**src/rtl/pc_fetch_stage.sv**
```systemverilog
// Fetch stage: the PC register, the PC+4 incrementer and the IF/ID pipeline register.
// Redirect, stall and flush controls come from the EX stage and the hazard unit.
module pc_fetch_stage #(
    parameter logic [31:0] RESET_PC  = 32'h0000_0000,
    parameter logic [31:0] NOP_INSTR = 32'h0000_0013
) (
    input  logic        clk,
    input  logic        rst_n,
    input  logic        stall_f,
    input  logic        stall_d,
    input  logic        flush_d,
    input  logic        pc_src_e,
    input  logic [31:0] pc_target_e,
    input  logic [31:0] instr_f,
    output logic [31:0] pc_f,
    output logic [31:0] pc_plus4_f,
    output logic [31:0] instr_d,
    output logic [31:0] pc_d,
    output logic [31:0] pc_plus4_d,
    output logic        valid_d,
    output logic        misalign_e
);

    logic [31:0] pc_r;
    logic [31:0] pc_next_s;
    logic [31:0] pc_plus4_s;
    logic        misalign_r;
    logic        misalign_next_s;

    logic [31:0] instr_d_r;
    logic [31:0] pc_d_r;
    logic [31:0] pc_plus4_d_r;
    logic        valid_d_r;

    logic [31:0] instr_d_next_s;
    logic [31:0] pc_d_next_s;
    logic [31:0] pc_plus4_d_next_s;
    logic        valid_d_next_s;

    // Sequential PC increment; wraps silently past 0xFFFF_FFFC.
    always_comb begin
        pc_plus4_s = pc_r + 32'd4;
    end

    // PC next-state: a redirect beats a stall so a taken branch is never lost.
    always_comb begin
        pc_next_s       = pc_plus4_s;
        misalign_next_s = 1'b0;
        if (pc_src_e) begin
            pc_next_s       = {pc_target_e[31:2], 2'b00};
            misalign_next_s = (pc_target_e[1:0] != 2'b00);
        end else if (stall_f) begin
            pc_next_s       = pc_r;
            misalign_next_s = 1'b0;
        end else begin
            pc_next_s       = pc_plus4_s;
            misalign_next_s = 1'b0;
        end
    end

    // IF/ID next-state: flush wins over stall; otherwise capture the fetched word.
    always_comb begin
        instr_d_next_s    = instr_d_r;
        pc_d_next_s       = pc_d_r;
        pc_plus4_d_next_s = pc_plus4_d_r;
        valid_d_next_s    = valid_d_r;
        if (flush_d) begin
            instr_d_next_s    = NOP_INSTR;
            pc_d_next_s       = 32'h0000_0000;
            pc_plus4_d_next_s = 32'h0000_0000;
            valid_d_next_s    = 1'b0;
        end else if (stall_d) begin
            instr_d_next_s    = instr_d_r;
            pc_d_next_s       = pc_d_r;
            pc_plus4_d_next_s = pc_plus4_d_r;
            valid_d_next_s    = valid_d_r;
        end else begin
            instr_d_next_s    = instr_f;
            pc_d_next_s       = pc_r;
            pc_plus4_d_next_s = pc_plus4_s;
            valid_d_next_s    = 1'b1;
        end
    end

    // PC and misalignment flag registers; reset discards any pending redirect.
    always_ff @(posedge clk) begin
        if (!rst_n) begin
            pc_r       <= RESET_PC;
            misalign_r <= 1'b0;
        end else begin
            pc_r       <= pc_next_s;
            misalign_r <= misalign_next_s;
        end
    end

    // IF/ID pipeline register; reset loads a bubble.
    always_ff @(posedge clk) begin
        if (!rst_n) begin
            instr_d_r    <= NOP_INSTR;
            pc_d_r       <= 32'h0000_0000;
            pc_plus4_d_r <= 32'h0000_0000;
            valid_d_r    <= 1'b0;
        end else begin
            instr_d_r    <= instr_d_next_s;
            pc_d_r       <= pc_d_next_s;
            pc_plus4_d_r <= pc_plus4_d_next_s;
            valid_d_r    <= valid_d_next_s;
        end
    end

    assign pc_f       = pc_r;
    assign pc_plus4_f = pc_plus4_s;
    assign instr_d    = instr_d_r;
    assign pc_d       = pc_d_r;
    assign pc_plus4_d = pc_plus4_d_r;
    assign valid_d    = valid_d_r;
    assign misalign_e = misalign_r;

endmodule
```
**config.mk**
```make
export PLATFORM = sky130hd
export DESIGN_NAME = pc_fetch_stage
export DESIGN_NICKNAME = d
export VERILOG_FILES = /design/src/rtl/pc_fetch_stage.sv
export SDC_FILE = /design/constraint.sdc
export NUM_CORES = 1
export LEC_CHECK = 0
export BUFFER_PORTS_ARGS = -buffer_cell sky130_fd_sc_hd__buf_2
export CAP_MARGIN = 20
export CORE_MARGIN = 4
export CORE_UTILIZATION = 43
export CTS_CLUSTER_DIAMETER = 40
export DETAILED_ROUTE_END_ITERATION = 10
export PLACE_DENSITY = 0.77
export SLEW_MARGIN = 20
export SYNTH_ARGS = -nofsm -noshare
export SYNTH_HDL_FRONTEND = slang
export SYNTH_SLANG_ARGS = --single-unit
```
**constraint.sdc**
```tcl
create_clock -name clk -period 2 [get_ports clk]
set_clock_uncertainty 0.2 [all_clocks]
set_input_delay 0.2 -clock clk [delete_from_list [all_inputs] [get_ports clk]]
set_output_delay 0.2 -clock clk [all_outputs]
set_load 0.05 [all_outputs]
```
==> metrics.cfg, run 1 <==
[logic_synthesis]
post_synth_fa_ha_maj_area_fraction_pct=0.228
synth_simple_gate_area_share_pct=17.5
yosysMostFrequentCell=sky130_fd_sc_hd__dfxtp_1
dominantRegCellSynth=sky130_fd_sc_hd__dfxtp_1
synthDominantCellAreaShare_pct=45.2
synth_cells=613
syn_avg_cell_area_um2=8.96
ys_types=41
combinational_family_with_the_most_area_after_synthesis=simple AND/OR/NAND/NOR gates
ys_ff_latch=124
synth-seq-area-share_pct=45.2
mappedNetlistArea_mm2=0.00549
yosys_warnings=0
post_synth_xor_area_fraction_pct=8.45
async_flop_share_pct=0
synth.mux.area_fraction_pct=11.7
synth_compound_area_share_pct=11.0
leading_post_synthesis_cells_by_cell_area=sky130_fd_sc_hd__dfxtp_1 45%, sky130_fd_sc_hd__mux2i_1 12%, sky130_fd_sc_hd__nor2_1 5.8%, sky130_fd_sc_hd__xnor2_1 5.3%, sky130_fd_sc_hd__o21ai_0 4.5%
synth.largest_area_cell=sky130_fd_sc_hd__dfxtp_1
post_synth_most_frequent_cells=124 x sky130_fd_sc_hd__dfxtp_1, 85 x sky130_fd_sc_hd__nor2_1, 64 x sky130_fd_sc_hd__mux2i_1
number_of_enable_flip_flop_cells_after_synthesis=0

[cts]
insertion_delay_ps=420
clock-sinks=124
tritoncts=yes
cts_inserted_buffers=17
ctsLongestPathBuffers=2
cts_root_buffer=sky130_fd_sc_hd__clkbuf_16
htree_num_levels=4
path_clk_slew_ps=60

[sta]
rsz0062_at_grt=true
drv_slew=0
slew_headroom_pct=59.5
fmax_mhz=376
final_min_period_over_clock_period_pct=133
min_clock_period_post_route_ps=2660
postLayoutSetupSlackWorst_ps=-663
final.setup.tns_ps=-13790
setup_violations=48
tightest_slew_ps=608
final_hold_viol_count=0
hold_slack_final_ps=80.2

[floorplan]
placement_rows=41
die_h_um=121
core_area_mm2=0.0126
die_width_um=121
ports_placed_on_the_boundary=232
die_area_mm2=0.0146
initial_utilization_pct=43.7

[power]
vdd.ir_drop.worst_mv=0.629
clkPwrFrac_pct=42.2
seq_power_share_pct=35.2
power.net_switching_uw=2330
cellPowerDensity_mw_per_mm2=757
power.share.switching_pct=31.1
leakage_power_uw=0.00466
power.combinational.fraction_pct=22.6
cell_internal_pwr_uw=5160

[drt]
drc=0
drt-vias-per-instance=5.33
wl_per_cell_um=19.4
detail-route-antenna-nets=0
routed_wl_um=22700
routed-via-count=6230
drt_iter0_markers=466
firstDrtPassIters=4

[placed_design]
dp.final_hpwl_um=13100
portbufs=223
place.detailed.instances=1039
placed_inst_area_mm2=0.00785
routabilityCongestion=0.883

[layout]
post-route-cell-area_mm2=0.00989
final_cells=1168
fillCellCount=719
drive_above_1_share_pct=49.4
design.final.nets=1054
n_antenna_cell=0
flow.area_growth_from_synthesis_pct=80.0

[global_route]
first_pass_grt_wire_length_um=31700
grt_overflow=0
grt_start_max_net_pins=95
grt_use_total_pct=27.7
number_of_global_route_vias_before_repair=6082
grt_antenna_before_repair=1

[status]
status=finished, violations left
failing_checks=negative setup slack

[worst_setup_path]
slowest_delay_ps=570
crit_arrival_ps=2260
timing.critical_path.required_ps=1600
cpMaxStageDelayCell=sky130_fd_sc_hd__or4_4
rrSetupSlack_ps=-220
setup.worst_path.end_class=primary output
critPathKind=reg2out
start_kind=register
crit_path_cell_trace=nand4_1 -> or4_4 -> buf_12 -> nor3_4 -> xor2_4 -> buf_6
worst-path-max-fanout=8

[hold_path]
worst_hold_path_type=in2reg

[flow_run]
number_of_max_capacitance_violations_reported=0

==> critical path: cells and delay by family (launching register included) <==
family	cells	cell delay (ps)
flops	1	350
xor+xnor	1	190
buf+inv	2	360
simple gates	3	950
==> cells in the final DEF (no fill, tap or decap), drive strengths merged, types with 8 or more instances in the layout <==
cell	n
a21oi	28
and4	9
buf	338
clkbuf	23
conb	8
dfxtp	124
dlygate4sd3	67
inv	13
mux2i	64
nand2	43
nand3	13
nand4	17
nor2	85
o21ai	49
o21ba	14
xnor2	33
xor2	20
==> routing by layer <==
layer	vias up	global-route usage, %	wire (um)
met5	-	0	14
met4	2	13.6	963
met3	80	6.53	1650
met2	347	49.1	11400
met1	2993	31.0	8610
li1	2808	-	-
==> cell families after synthesis <==
kind of cell               count (synthesis)
muxes                                     64
and+or+nand+nor                          200
xor gates and xnor gates                  53
adders and majority gates                  1
other                                      1
buffers and inverters                     70
AOI/OAI and AO/OA                        100
DFF                                      124
==> final cells by class <==
| class | count | area (um2) | area share [%] |
|---|---|---|---|
| Clock inverter | 10 | 96.3 | 0.974 |
| Multi-Input combinational cell | 426 | 3510 | 35.5 |
| Clock buffer | 22 | 517 | 5.23 |
| Sequential cell | 124 | 2560 | 25.9 |
| Timing Repair Buffer | 406 | 2960 | 29.9 |
| Tap cell | 172 | 215 | 2.18 |
| Inverter | 8 | 30.0 | 0.304 |
==> path summary, 6_finish.rpt <==
| check | from | to | depth (start not counted) |
|---|---|---|---|
| worst min register to register | valid_d$_SDFFE_PP0N_ | valid_d$_SDFFE_PP0N_ | 1 |
| worst max-delay path | pc_f[17]$_SDFFE_PN0P_ | pc_plus4_f[28] | 6 |
| worst max register to register | pc_f[17]$_SDFFE_PN0P_ | pc_f[28]$_SDFFE_PN0P_ | 7 |
| worst min-delay path | flush_d | valid_d$_SDFFE_PP0N_ | 4 |
==> state kept, by name (all words and copies together) (netlist names) <==
signal      cells
instr_d        32
misalign_e      1
pc_d           30
pc_f           30
pc_plus4_d     30
valid_d         1
==> metrics by stage <==
stage / util, % / setup WS [ps] / total power, uW
floorplan: - / -462 / 3700
global placement: 62.4 / -304 / 4060
detailed placement: 62.4 / -332 / 4080
CTS: 76.0 / -680 / 7390
global route: 78.7 / -747 / 7720
finish: 78.7 / -663 / 7490
==> power groups by stage <==
stage	clock (uW)	sequential, uW	combinational, uW
finish	3160	2640	1690
global route	3320	2650	1760
CTS	3180	2630	1590
detailed placement	0	2680	1400
global placement	0	2670	1390
floorplan	0	3040	658
==> what timing repair did <==
item,CTS,global route
endpoints found under the setup margin,43,51
pin swaps,28,42
setup buffers,12,19
endpoints found under the hold margin,63,0
gates resized for setup,87,54
hold buffers,67,0
No activity file was read; power rests on OpenSTA's default activity.
==> inputs of run 2 (changes only) <==
- ABC_AREA: unset -> 1
- CELL_PAD_IN_SITES_DETAIL_PLACEMENT: unset -> 0
- CELL_PAD_IN_SITES_GLOBAL_PLACEMENT: unset -> 2
- CORE_UTILIZATION: 43 -> 22
- PLACE_DENSITY: 0.77 -> 0.76
==> metrics.cfg, run 2 <==
[floorplan]
ports_placed_on_the_boundary=232  ; unchanged
placement_rows=57  ; +39%
die_area_mm2=0.0278  ; +90%
core_area_mm2=0.0245  ; +95%
initial_utilization_pct=22.6  ; -21 points
die_h_um=167  ; +38%
die_width_um=167  ; +38%

[cts]
cts_inserted_buffers=17  ; unchanged
clock-sinks=124  ; unchanged
htree_num_levels=4  ; unchanged
tritoncts=yes
insertion_delay_ps=420  ; about the same
ctsLongestPathBuffers=2  ; unchanged
path_clk_slew_ps=60  ; about the same
cts_root_buffer=sky130_fd_sc_hd__clkbuf_16

[logic_synthesis]
synthDominantCellAreaShare_pct=44.7  ; -0.45 points
number_of_enable_flip_flop_cells_after_synthesis=0  ; unchanged
mappedNetlistArea_mm2=0.00555  ; +1.0%
leading_post_synthesis_cells_by_cell_area=sky130_fd_sc_hd__dfxtp_1 45%, sky130_fd_sc_hd__nand2_1 15%, sky130_fd_sc_hd__a21oi_1 7.1%, sky130_fd_sc_hd__nor2_1 6.0%, sky130_fd_sc_hd__inv_1 5.5%
post_synth_most_frequent_cells=219 x sky130_fd_sc_hd__nand2_1, 124 x sky130_fd_sc_hd__dfxtp_1, 88 x sky130_fd_sc_hd__nor2_1
dominantRegCellSynth=sky130_fd_sc_hd__dfxtp_1
async_flop_share_pct=0  ; unchanged
ys_types=29  ; -29%
syn_avg_cell_area_um2=7.04  ; -21%
synth_cells=788  ; +29%
ys_ff_latch=124  ; unchanged
synth-seq-area-share_pct=44.7  ; -0.45 points
synth.largest_area_cell=sky130_fd_sc_hd__dfxtp_1
yosys_warnings=0  ; unchanged
yosysMostFrequentCell=sky130_fd_sc_hd__nand2_1

[placed_design]
placed_inst_area_mm2=0.00779  ; -0.69%
routabilityCongestion=0.799  ; -9.5%
dp_worst_setup_slack_ps=-87.7  ; +244 ps
dp.final_hpwl_um=16400  ; +25%
portbufs=223  ; unchanged

[flow_run]
number_of_max_capacitance_violations_reported=0  ; unchanged

[drt]
wl_per_cell_um=15.2  ; -22%
drt_iter0_markers=272  ; -42%
firstDrtPassIters=4  ; unchanged
detail-route-antenna-nets=0  ; unchanged
routed-via-count=6122  ; -1.7%
drc=0  ; unchanged
routed_wl_um=22600  ; -0.45%
drt-vias-per-instance=4.13  ; -23%

[power]
seq_power_share_pct=36.4  ; +1.2 points
clkPwrFrac_pct=42.7  ; +0.5 points
cell_internal_pwr_uw=4970  ; -3.7%
leakage_power_uw=0.00467  ; +0.31%
cellPowerDensity_mw_per_mm2=743  ; -1.8%
power.combinational.fraction_pct=20.9  ; -1.7 points
power.net_switching_uw=2300  ; -0.94%
vdd.ir_drop.worst_mv=0.458  ; -27%
power.share.switching_pct=31.7  ; +0.60 points

[layout]
drive_above_1_share_pct=41.2  ; -8.2 points
mostFrequentLayoutCell=sky130_fd_sc_hd__buf_2
fin_util_pct=39.9  ; -39 points
largest_register_ffs=32  ; unchanged
post-route-cell-area_mm2=0.00979  ; -1.0%
flow.area_growth_from_synthesis_pct=76.4
mostFrequentLayoutCells=195 x sky130_fd_sc_hd__buf_2, 181 x sky130_fd_sc_hd__nand2_1, 103 x sky130_fd_sc_hd__dfxtp_1
design.final.nets=1215  ; +15%

[global_route]
grt_use_total_pct=16.1  ; -12 points
grt_overflow=0  ; unchanged
first_pass_grt_wire_length_um=35400  ; +12%
number_of_global_route_vias_before_repair=6088  ; +0.099%
grt_start_max_net_pins=53  ; -44%
grt_antenna_before_repair=1  ; unchanged

[hold_path]
worst_hold_path_type=in2reg
hold_path.startpoint=stall_d

[sta]
min_clock_period_post_route_ps=2300  ; -362 ps
slew_headroom_pct=61.4  ; +1.9 points
drv_slew=0  ; unchanged
postLayoutSetupSlackWorst_ps=-301  ; +362 ps
setup_violations=27  ; -44%
final.setup.tns_ps=-5580  ; +8210 ps
rsz0062_at_grt=true
tightest_slew_ps=579  ; -28.9 ps
final_min_period_over_clock_period_pct=115  ; -18 points
fmax_mhz=435  ; +16%
final_hold_viol_count=0  ; unchanged

[worst_setup_path]
worst-path-max-fanout=4  ; -4
setup.worst_path.end_class=primary output
start_kind=register
timing.critical_path.required_ps=1600  ; about the same
critPathKind=reg2out
startpoint=pc_f[2]$_SDFFE_PN0P_
r2r_start=pc_f[2]$_SDFFE_PN0P_
crit_arrival_ps=1900  ; -360 ps

[status]
status=finished, violations left
failing_checks=negative setup slack

[run 2: worst max-delay path, cell delays in order (launching register included)]
cell and delay, ps:
sky130_fd_sc_hd__dfxtp_4 360, sky130_fd_sc_hd__buf_6 100, sky130_fd_sc_hd__clkinvlp_4 90, sky130_fd_sc_hd__nor2_4 150, sky130_fd_sc_hd__nand2_4 130, sky130_fd_sc_hd__nor2_4 250, sky130_fd_sc_hd__xor2_4 220, sky130_fd_sc_hd__buf_6 190
[run 2: per-layer routing]
metal / vias to the layer above / track usage [%] / wire, um
li1: 3162 / - / -
met1: 2795 / 20.7 / 10400
met2: 140 / 26.7 / 10700
met3: 25 / 3.96 / 1030
met4: 0 / 4.84 / 447
met5: - / 0 / 0
[run 2: layout make-up]
type	instances	area (um2)
fill	2590	14700
multi-input combinational	540	3160
timing repair buffer	379	2800
sequential	124	2520
clock buffer	19	443
tap	324	405
inverter	82	314
clock inverter	13	141
antenna	1	2.50
[run 2: worst paths after layout]
| check | end | slack, ps | cells after the start |
|---|---|---|---|
| min | pc_d[24]$_SDFFE_PP0N_ | 30 | 3 |
| max reg2reg | pc_plus4_d[31]$_SDFFE_PP0N_ | 80 | 13 |
| max | pc_plus4_f[13] | -300 | 7 |
| min reg2reg | instr_d[3]$_SDFFE_PP0N_ | 260 | 2 |
[run 2: cell families (layout without fill, tap and decap cells)]
kind of cell | Yosys count | count (layout) | share of synthesized area [%]
other | 1 | 9 | 0.0676
flip-flops | 124 | 124 | 44.7
AO/OA/AOI/OAI | 159 | 159 | 14.9
XOR/XNOR | 15 | 15 | 3.31
buffers and inverters | 131 | 493 | 9.49
adder cells (fa/ha/maj) | 1 | 1 | 0.225
AND/OR/NAND/NOR | 357 | 357 | 27.3
[run 2: repair_timing]
action | in CTS | in global routing
pin swaps | 31 | 29
gates resized for setup | 116 | 32
endpoints found under the setup margin | 27 | 34
endpoints found under the hold margin | 63 | 0
hold buffers | 67 | 0
setup buffers | 17 | 7
cloned | 0 | 0
[run 2: through the flow]
stage | instances | total power [uW] | hold WS [ps]
CTS | 1477 | 7380 | 26.8
global route | 1482 | 7600 | 30.5
finish | 1482 | 7280 | 32.3
floorplan | 795 | 3580 | 97.0
detailed placement | 1361 | 4020 | 225
global placement | 1361 | 4020 | 213
[run 2: power groups by stage]
stage | combinational [uW] | sequential (uW) | clock, uW
finish | 1520 | 2650 | 3110
global route | 1630 | 2660 | 3310
CTS | 1520 | 2650 | 3220
detailed placement | 1320 | 2700 | 0
global placement | 1320 | 2700 | 0
floorplan | 524 | 3060 | 0
